--- src/rtl/except_seq_if.sv ---
// Exception sequencer bus: trigger/pipeline-status inputs and flush/EPCR outputs.
// master = pipeline side that raises requests, slave = the sequencer.
interface except_seq_if #(
    parameter int NUM_TRIG = 14,
    parameter int TYPE_W   = 4,
    parameter int PC_W     = 32
);
    logic [NUM_TRIG-1:0] trig;
    logic [NUM_TRIG-1:0] trig_en;
    logic                pc_we;
    logic                ex_dslot;
    logic [PC_W-1:0]     id_pc;
    logic [PC_W-1:0]     ex_pc;
    logic [PC_W-1:0]     wb_pc;
    logic                fetch_done;
    logic                if_stall;
    logic                id_freeze;
    logic                flushpipe;
    logic [TYPE_W-1:0]   except_type;
    logic [PC_W-1:0]     epcr;
    logic                busy;
    logic [7:0]          lost_cnt;

    modport master (
        output trig, trig_en, pc_we, ex_dslot, id_pc, ex_pc, wb_pc,
               fetch_done, if_stall, id_freeze,
        input  flushpipe, except_type, epcr, busy, lost_cnt
    );

    modport slave (
        input  trig, trig_en, pc_we, ex_dslot, id_pc, ex_pc, wb_pc,
               fetch_done, if_stall, id_freeze,
        output flushpipe, except_type, epcr, busy, lost_cnt
    );
endinterface

--- src/rtl/except_seq.sv ---
// Exception flush sequencer: flushpipe is combinational on IDLE exit, type/EPCR register on that edge.
// Requests arriving while busy are pended; re-raising an already pended request is counted as lost.
module except_seq #(
    parameter int                  NUM_TRIG     = 14,
    parameter int                  TYPE_W       = 4,
    parameter int                  PC_W         = 32,
    parameter int                  FLUSH_STAGES = 5,
    parameter logic [NUM_TRIG-1:0] EXPC_MASK    = '0,
    parameter logic [NUM_TRIG-1:0] FAST_MASK    = '0
) (
    input  logic         clk,
    input  logic         reset,
    except_seq_if.slave  bus
);
    localparam logic [3:0] CNT_INIT = 4'((FLUSH_STAGES > 3) ? FLUSH_STAGES - 4 : 0);

    typedef enum logic [2:0] {IDLE, FLU1, FLU2, FLUM, FLUL} state_t;

    state_t              state;
    logic [3:0]          cnt;
    logic [NUM_TRIG-1:0] pend;
    logic [NUM_TRIG-1:0] req_q;
    logic [NUM_TRIG-1:0] req;
    logic [NUM_TRIG-1:0] cand;
    logic [NUM_TRIG-1:0] lost;
    logic [TYPE_W-1:0]   sel;
    logic                sel_expc;
    logic                fast;
    logic                start;

    always_comb begin
        req      = bus.trig & bus.trig_en;
        cand     = req | pend;
        sel      = '0;
        sel_expc = 1'b0;
        for (int i = 0; i < NUM_TRIG; i++) begin
            if (cand[i]) begin
                sel      = TYPE_W'(i);
                sel_expc = EXPC_MASK[i];
            end
        end
        fast = 1'b0;
        for (int i = 0; i < NUM_TRIG; i++) begin
            if (bus.except_type == TYPE_W'(i + 1)) fast = FAST_MASK[i];
        end
        lost  = req & pend & ~req_q;
        start = (state == IDLE) && ((|cand) || bus.pc_we);
    end

    // Gated by reset so the pulse is also quiet while reset is held with live triggers.
    assign bus.flushpipe = start & reset;
    assign bus.busy      = (state != IDLE);

    always_ff @(posedge clk or negedge reset) begin
        if (!reset) begin
            state           <= IDLE;
            cnt             <= '0;
            pend            <= '0;
            req_q           <= '0;
            bus.except_type <= '0;
            bus.epcr        <= '0;
            bus.lost_cnt    <= '0;
        end else begin
            req_q <= req;
            case (state)
                IDLE: begin
                    if (start) begin
                        state <= FLU1;
                        if (|cand) begin
                            bus.except_type <= sel + TYPE_W'(1);
                            bus.epcr        <= bus.ex_dslot ? bus.wb_pc :
                                               sel_expc     ? bus.ex_pc : bus.id_pc;
                            pend            <= pend & ~(NUM_TRIG'(1) << sel);
                        end else begin
                            bus.except_type <= '0;
                        end
                    end
                end
                FLU1: if (bus.fetch_done) state <= FLU2;
                FLU2: begin
                    if (fast) begin
                        state           <= IDLE;
                        bus.except_type <= '0;
                    end else if (FLUSH_STAGES == 3) begin
                        state <= FLUL;
                    end else begin
                        state <= FLUM;
                        cnt   <= CNT_INIT;
                    end
                end
                FLUM: begin
                    if (cnt == 4'd0) state <= FLUL;
                    else             cnt   <= cnt - 4'd1;
                end
                FLUL: begin
                    if (!bus.if_stall && !bus.id_freeze) begin
                        state           <= IDLE;
                        bus.except_type <= '0;
                    end
                end
                default: state <= IDLE;
            endcase
            // Covers the return-to-IDLE cycle too, so a request there is pended.
            if (state != IDLE) begin
                pend <= pend | req;
                if ((|lost) && (bus.lost_cnt != 8'hFF)) bus.lost_cnt <= bus.lost_cnt + 8'd1;
            end
        end
    end
endmodule

--- src/flat_wrapper.sv ---
// flat-port wrapper written by rule: the top's interface ports become plain ports
module except_seq_flat 
#(
    parameter int                  NUM_TRIG     = 14,
    parameter int                  TYPE_W       = 4,
    parameter int                  PC_W         = 32,
    parameter int                  FLUSH_STAGES = 5,
    parameter logic [NUM_TRIG-1:0] EXPC_MASK    = '0,
    parameter logic [NUM_TRIG-1:0] FAST_MASK    = '0
)
  (clk, reset, bus_trig, bus_trig_en, bus_pc_we, bus_ex_dslot, bus_id_pc, bus_ex_pc, bus_wb_pc, bus_fetch_done, bus_if_stall, bus_id_freeze, bus_flushpipe, bus_except_type, bus_epcr, bus_busy, bus_lost_cnt);
  except_seq_if #(.NUM_TRIG(NUM_TRIG), .TYPE_W(TYPE_W), .PC_W(PC_W)) bus_i ();
  input  logic clk;
  input  logic reset;
  input wire logic [$bits(bus_i.trig)-1:0] bus_trig;
  input wire logic [$bits(bus_i.trig_en)-1:0] bus_trig_en;
  input wire logic [$bits(bus_i.pc_we)-1:0] bus_pc_we;
  input wire logic [$bits(bus_i.ex_dslot)-1:0] bus_ex_dslot;
  input wire logic [$bits(bus_i.id_pc)-1:0] bus_id_pc;
  input wire logic [$bits(bus_i.ex_pc)-1:0] bus_ex_pc;
  input wire logic [$bits(bus_i.wb_pc)-1:0] bus_wb_pc;
  input wire logic [$bits(bus_i.fetch_done)-1:0] bus_fetch_done;
  input wire logic [$bits(bus_i.if_stall)-1:0] bus_if_stall;
  input wire logic [$bits(bus_i.id_freeze)-1:0] bus_id_freeze;
  output wire logic [$bits(bus_i.flushpipe)-1:0] bus_flushpipe;
  output wire logic [$bits(bus_i.except_type)-1:0] bus_except_type;
  output wire logic [$bits(bus_i.epcr)-1:0] bus_epcr;
  output wire logic [$bits(bus_i.busy)-1:0] bus_busy;
  output wire logic [$bits(bus_i.lost_cnt)-1:0] bus_lost_cnt;
  assign bus_i.trig = bus_trig;
  assign bus_i.trig_en = bus_trig_en;
  assign bus_i.pc_we = bus_pc_we;
  assign bus_i.ex_dslot = bus_ex_dslot;
  assign bus_i.id_pc = bus_id_pc;
  assign bus_i.ex_pc = bus_ex_pc;
  assign bus_i.wb_pc = bus_wb_pc;
  assign bus_i.fetch_done = bus_fetch_done;
  assign bus_i.if_stall = bus_if_stall;
  assign bus_i.id_freeze = bus_id_freeze;
  assign bus_flushpipe = bus_i.flushpipe;
  assign bus_except_type = bus_i.except_type;
  assign bus_epcr = bus_i.epcr;
  assign bus_busy = bus_i.busy;
  assign bus_lost_cnt = bus_i.lost_cnt;
  except_seq #(.NUM_TRIG(NUM_TRIG), .TYPE_W(TYPE_W), .PC_W(PC_W), .FLUSH_STAGES(FLUSH_STAGES), .EXPC_MASK(EXPC_MASK), .FAST_MASK(FAST_MASK)) u_core (.clk(clk), .reset(reset), .bus(bus_i));
endmodule
--- config.mk ---
export PLATFORM = sky130hd
export DESIGN_NAME = except_seq_flat
export DESIGN_NICKNAME = d
export VERILOG_FILES = /design/src/rtl/except_seq_if.sv /design/src/rtl/except_seq.sv /design/src/flat_wrapper.sv
export SDC_FILE = /design/constraint.sdc
export NUM_CORES = 1
export LEC_CHECK = 0
export CAP_MARGIN = 20
export CELL_PAD_IN_SITES_DETAIL_PLACEMENT = 1
export CELL_PAD_IN_SITES_GLOBAL_PLACEMENT = 1
export CORE_MARGIN = 3
export CORE_UTILIZATION = 28
export DETAILED_ROUTE_END_ITERATION = 8
export HOLD_SLACK_MARGIN = 0.1
export PLACE_DENSITY_LB_ADDON = 0.1
export SETUP_SLACK_MARGIN = 0.15
export SYNTH_ARGS = -nofsm -noshare
export SYNTH_HDL_FRONTEND = slang
export SYNTH_SLANG_ARGS = --single-unit
--- constraint.sdc ---
create_clock -name clk -period 2.4 [get_ports clk]
set_clock_uncertainty 0.05 [all_clocks]
set_input_delay 0.48 -clock clk [delete_from_list [all_inputs] [get_ports clk]]
set_output_delay 0.48 -clock clk [all_outputs]
set_load 0.01 [all_outputs]
==> flow_metrics.tcl, run 1 <==
set metrics [dict create \
    status "finished, violations left" \
    violations "setup timing" \
    synth.cell_area_um2 3930 \
    crit_buf_inv 1 \
    syn_inst 375 \
    maxCapViolCount 0 \
    fin_area_um2 6700 \
    gp_congestion 0.846 \
    detail_route.wl_per_cell_um 17.0 \
    critPathTopFamily "simple AND/OR/NAND/NOR gates" \
    max_freq_mhz 397 \
    layout-drive-gt1-share_pct 25.4 \
    area_delta_synth_final_pct 70.7 \
    drv_slew 0 \
    antennaDiodeCount 0 \
    tns_ns -0.126 \
    cts_max_level 3 \
    synth_largest_area_cell "dfrtp_1" \
    synth-edff-count 0 \
    core.rowCount 42 \
    hold-worst-slack_ns 0.176 \
    final_cell_mix "clkdlybuf4s50_1 (113), buf_4 (82), dfrtp_1 (79)" \
    path_class "reg2out" \
    initial_core_util_pct 29.2 \
    dp_hpwl_um 10200 \
    grt_max_degree 67 \
    cts_buffer_depth 2 \
    crit_path_max_incr_delay_ns 0.40 \
    dieWidth_um 124 \
    drc 0 \
    synth_top_area_share_pct 50.3 \
    synth_nets 512 \
    vdd_drop_max_mv 0.598 \
    grt_overflow 0 \
    cts_sinks 79 \
    final_nets 739 \
    clkTransAtPathRegs_ns 0.06 \
    final_common_cell "clkdlybuf4s50_1" \
    crit_arrival_ns 1.99 \
    grt_pass1_vias 4143 \
    yosysWarningCount 0 \
    ios 177 \
    holdCritPathClass "in2async" \
    clk_latency_ns 0.34 \
    cts_tree "yes" \
    vias_per_cell 4.73 \
    fin_crit_ns 2.52 \
    cp-start-kind "register" \
    die_area_um2 15500 \
    maxSlewHeadroom_pct 61.2 \
    grt_setup_unrepaired "yes" \
    hold_viol 0 \
    async_reset_ff_share_pct 100 \
    firstDrtPassIters 4 \
    synth_ff_type "dfrtp_1" \
    routed_wl_um 13300 \
    min_period_over_period_pct 105 \
    antenna_found_initial 0 \
    synth_area_leaders "dfrtp_1 (50%), mux2i_1 (8.2%), o21ai_0 (5.6%)" \
    pre_cts_ws_ns -0.779 \
    dieHeight_um 124 \
    synth_cell_types 61 \
    dpl_cell_area_um2 6120 \
    synth.avg_cell_area_um2 10.5 \
    grt_pass1_wl_um 21900 \
    initialDrtViolationCount 160 \
    crit_chain "a21oi_2, nand4_1, or2_1, or3_4, and3_4, buf_6" \
    cts_buffers 9 \
    grtUsageTotal_pct 17.5 \
    setup_ws_ns -0.116 \
    total_power_w 0.00646 \
    end_kind "output port" \
    route.vias.total 3701 \
    seq_area_frac_synth_pct 50.3 \
    cp_slowest_cell "dfrtp_1" \
    ant_nets 0 \
    tightest_slew_ns 0.581 \
    required_ns 1.87 \
    core_area_um2 13500 \
    leakagePower_nw 2.91 \
    ys_seq_elements 79 \
    root_buffer "clkbuf_16" \
    io_buffers 144 \
    power_density_nw_per_um2 964 \
    setup_viol 2 \
    worst-path-max-fanout 2 \
]
==> worst reg2reg max path: stages, from the launching register on <==
cell,delay (ns)
dfrtp_1,0.41
buf_4,0.16
a21o_1,0.17
a2111oi_2,0.28
o211ai_1,0.14
a31oi_2,0.20
inv_2,0.08
nor3_4,0.13
ha_2,0.29
nor4b_1,0.14
a211o_1,0.23
==> per-layer routing <==
metal | track usage (%) | share of wire [%]
met1 | 21.7 | 43
met2 | 29.5 | 49
met3 | 6.17 | 6.9
met4 | 3.93 | 0.99
met5 | 0 | 0
==> logic make-up after synthesis <==
kind of cell | Yosys count | share of synthesized area, %
and+or+nand+nor | 111 | 16.1
muxes | 33 | 8.44
xor gates and xnor gates | 7 | 1.56
AOI/OAI and AO/OA | 107 | 18.2
buffers and inverters | 32 | 3.50
adders and majority gates | 6 | 1.91
DFF | 79 | 50.3
==> synthesized netlist by cell type, types with 3 or more instances <==
cell type	number
a21o_1	3
a21oi_1	19
a21oi_2	7
a22o_1	4
a31oi_1	3
and2_1	10
and3_1	5
buf_4	4
clkbuf_1	9
dfrtp_1	79
ha_1	6
inv_1	16
mux2i_1	32
nand2_1	48
nand3_1	4
nand4_1	9
nand4b_1	12
nor2_1	6
o21ai_0	44
xnor2_1	6
==> report_power, final <==
| group | switching (W) | internal, W |
|---|---|---|
| Clock | 0.000533 | 0.00102 |
| Combinational | 0.00135 | 0.00148 |
| Sequential | 0.000290 | 0.00179 |
==> final cells by class <==
class | instances | area, um2
inverters | 17 | 66.3
fillers | 1512 | 6750
clock inverters | 5 | 106
repair buffers | 231 | 2110
multi-input cells | 264 | 1990
clock buffers | 11 | 233
flip-flops and latches | 79 | 1980
well taps | 176 | 220
==> flip-flops by register name, summed over array words and instances (netlist names) <==
name,flops
u_core.bus.except_type,4
u_core.bus.lost_cnt,8
u_core.bus.epcr,32
u_core.req_q,14
u_core.state,3
u_core.pend,14
u_core.cnt,4
==> final timing paths <==
kind	from	end	slack (ns)	cells past startpoint
worst max-delay path	u_core.pend[9]$_DFFE_PN0P_	bus_flushpipe	-0.12	6
worst min-delay path	reset	u_core.req_q[7]$_DFF_PN0_	0.18	2
worst max register to register	u_core.pend[4]$_DFFE_PN0P_	u_core.bus.except_type[2]$_DFFE_PN0P_	-0.01	10
worst min register to register	u_core.bus.epcr[2]$_DFFE_PN0P_	u_core.bus.epcr[2]$_DFFE_PN0P_	0.43	2
max in group asynchronous	reset	u_core.req_q[9]$_DFF_PN0_	1.15	3
min in group clk	u_core.bus.epcr[2]$_DFFE_PN0P_	u_core.bus.epcr[2]$_DFFE_PN0P_	0.43	2
==> metrics by stage <==
stage	util, %	cells
after CTS	49.5	780
after floorplan	-	375
after global routing	49.8	783
final	49.8	783
after global placement	45.5	754
after detailed placement	45.5	754
==> repair_timing <==
item,in CTS,in global routing
gates resized for setup,81,8
buffers inserted,10,3
hold buffers,0,0
pin swaps,31,4
endpoints found under the setup margin,15,12
Note: power is estimated with default switching activity, not from simulation.
==> run 2: changes to the inputs <==
--- a/config.mk
+++ b/config.mk
@@ -10,10 +10,12 @@
 export CELL_PAD_IN_SITES_GLOBAL_PLACEMENT = 1
 export CORE_MARGIN = 3
 export CORE_UTILIZATION = 28
+export CTS_CLUSTER_SIZE = 12
 export DETAILED_ROUTE_END_ITERATION = 8
 export HOLD_SLACK_MARGIN = 0.1
 export PLACE_DENSITY_LB_ADDON = 0.1
 export SETUP_SLACK_MARGIN = 0.15
+export SLEW_MARGIN = 20
 export SYNTH_ARGS = -nofsm -noshare
 export SYNTH_HDL_FRONTEND = slang
 export SYNTH_SLANG_ARGS = --single-unit
==> results of run 2 <==
Final layout, timing and power as in run 1 (identical DEF).
==> run 3: changes to the inputs <==
--- a/config.mk
+++ b/config.mk
@@ -15,7 +15,6 @@
 export HOLD_SLACK_MARGIN = 0.1
 export PLACE_DENSITY_LB_ADDON = 0.1
 export SETUP_SLACK_MARGIN = 0.15
-export SLEW_MARGIN = 20
 export SYNTH_ARGS = -nofsm -noshare
 export SYNTH_HDL_FRONTEND = slang
 export SYNTH_SLANG_ARGS = --single-unit
==> results of run 3 <==
Final layout, timing and power as in run 1 (identical DEF).
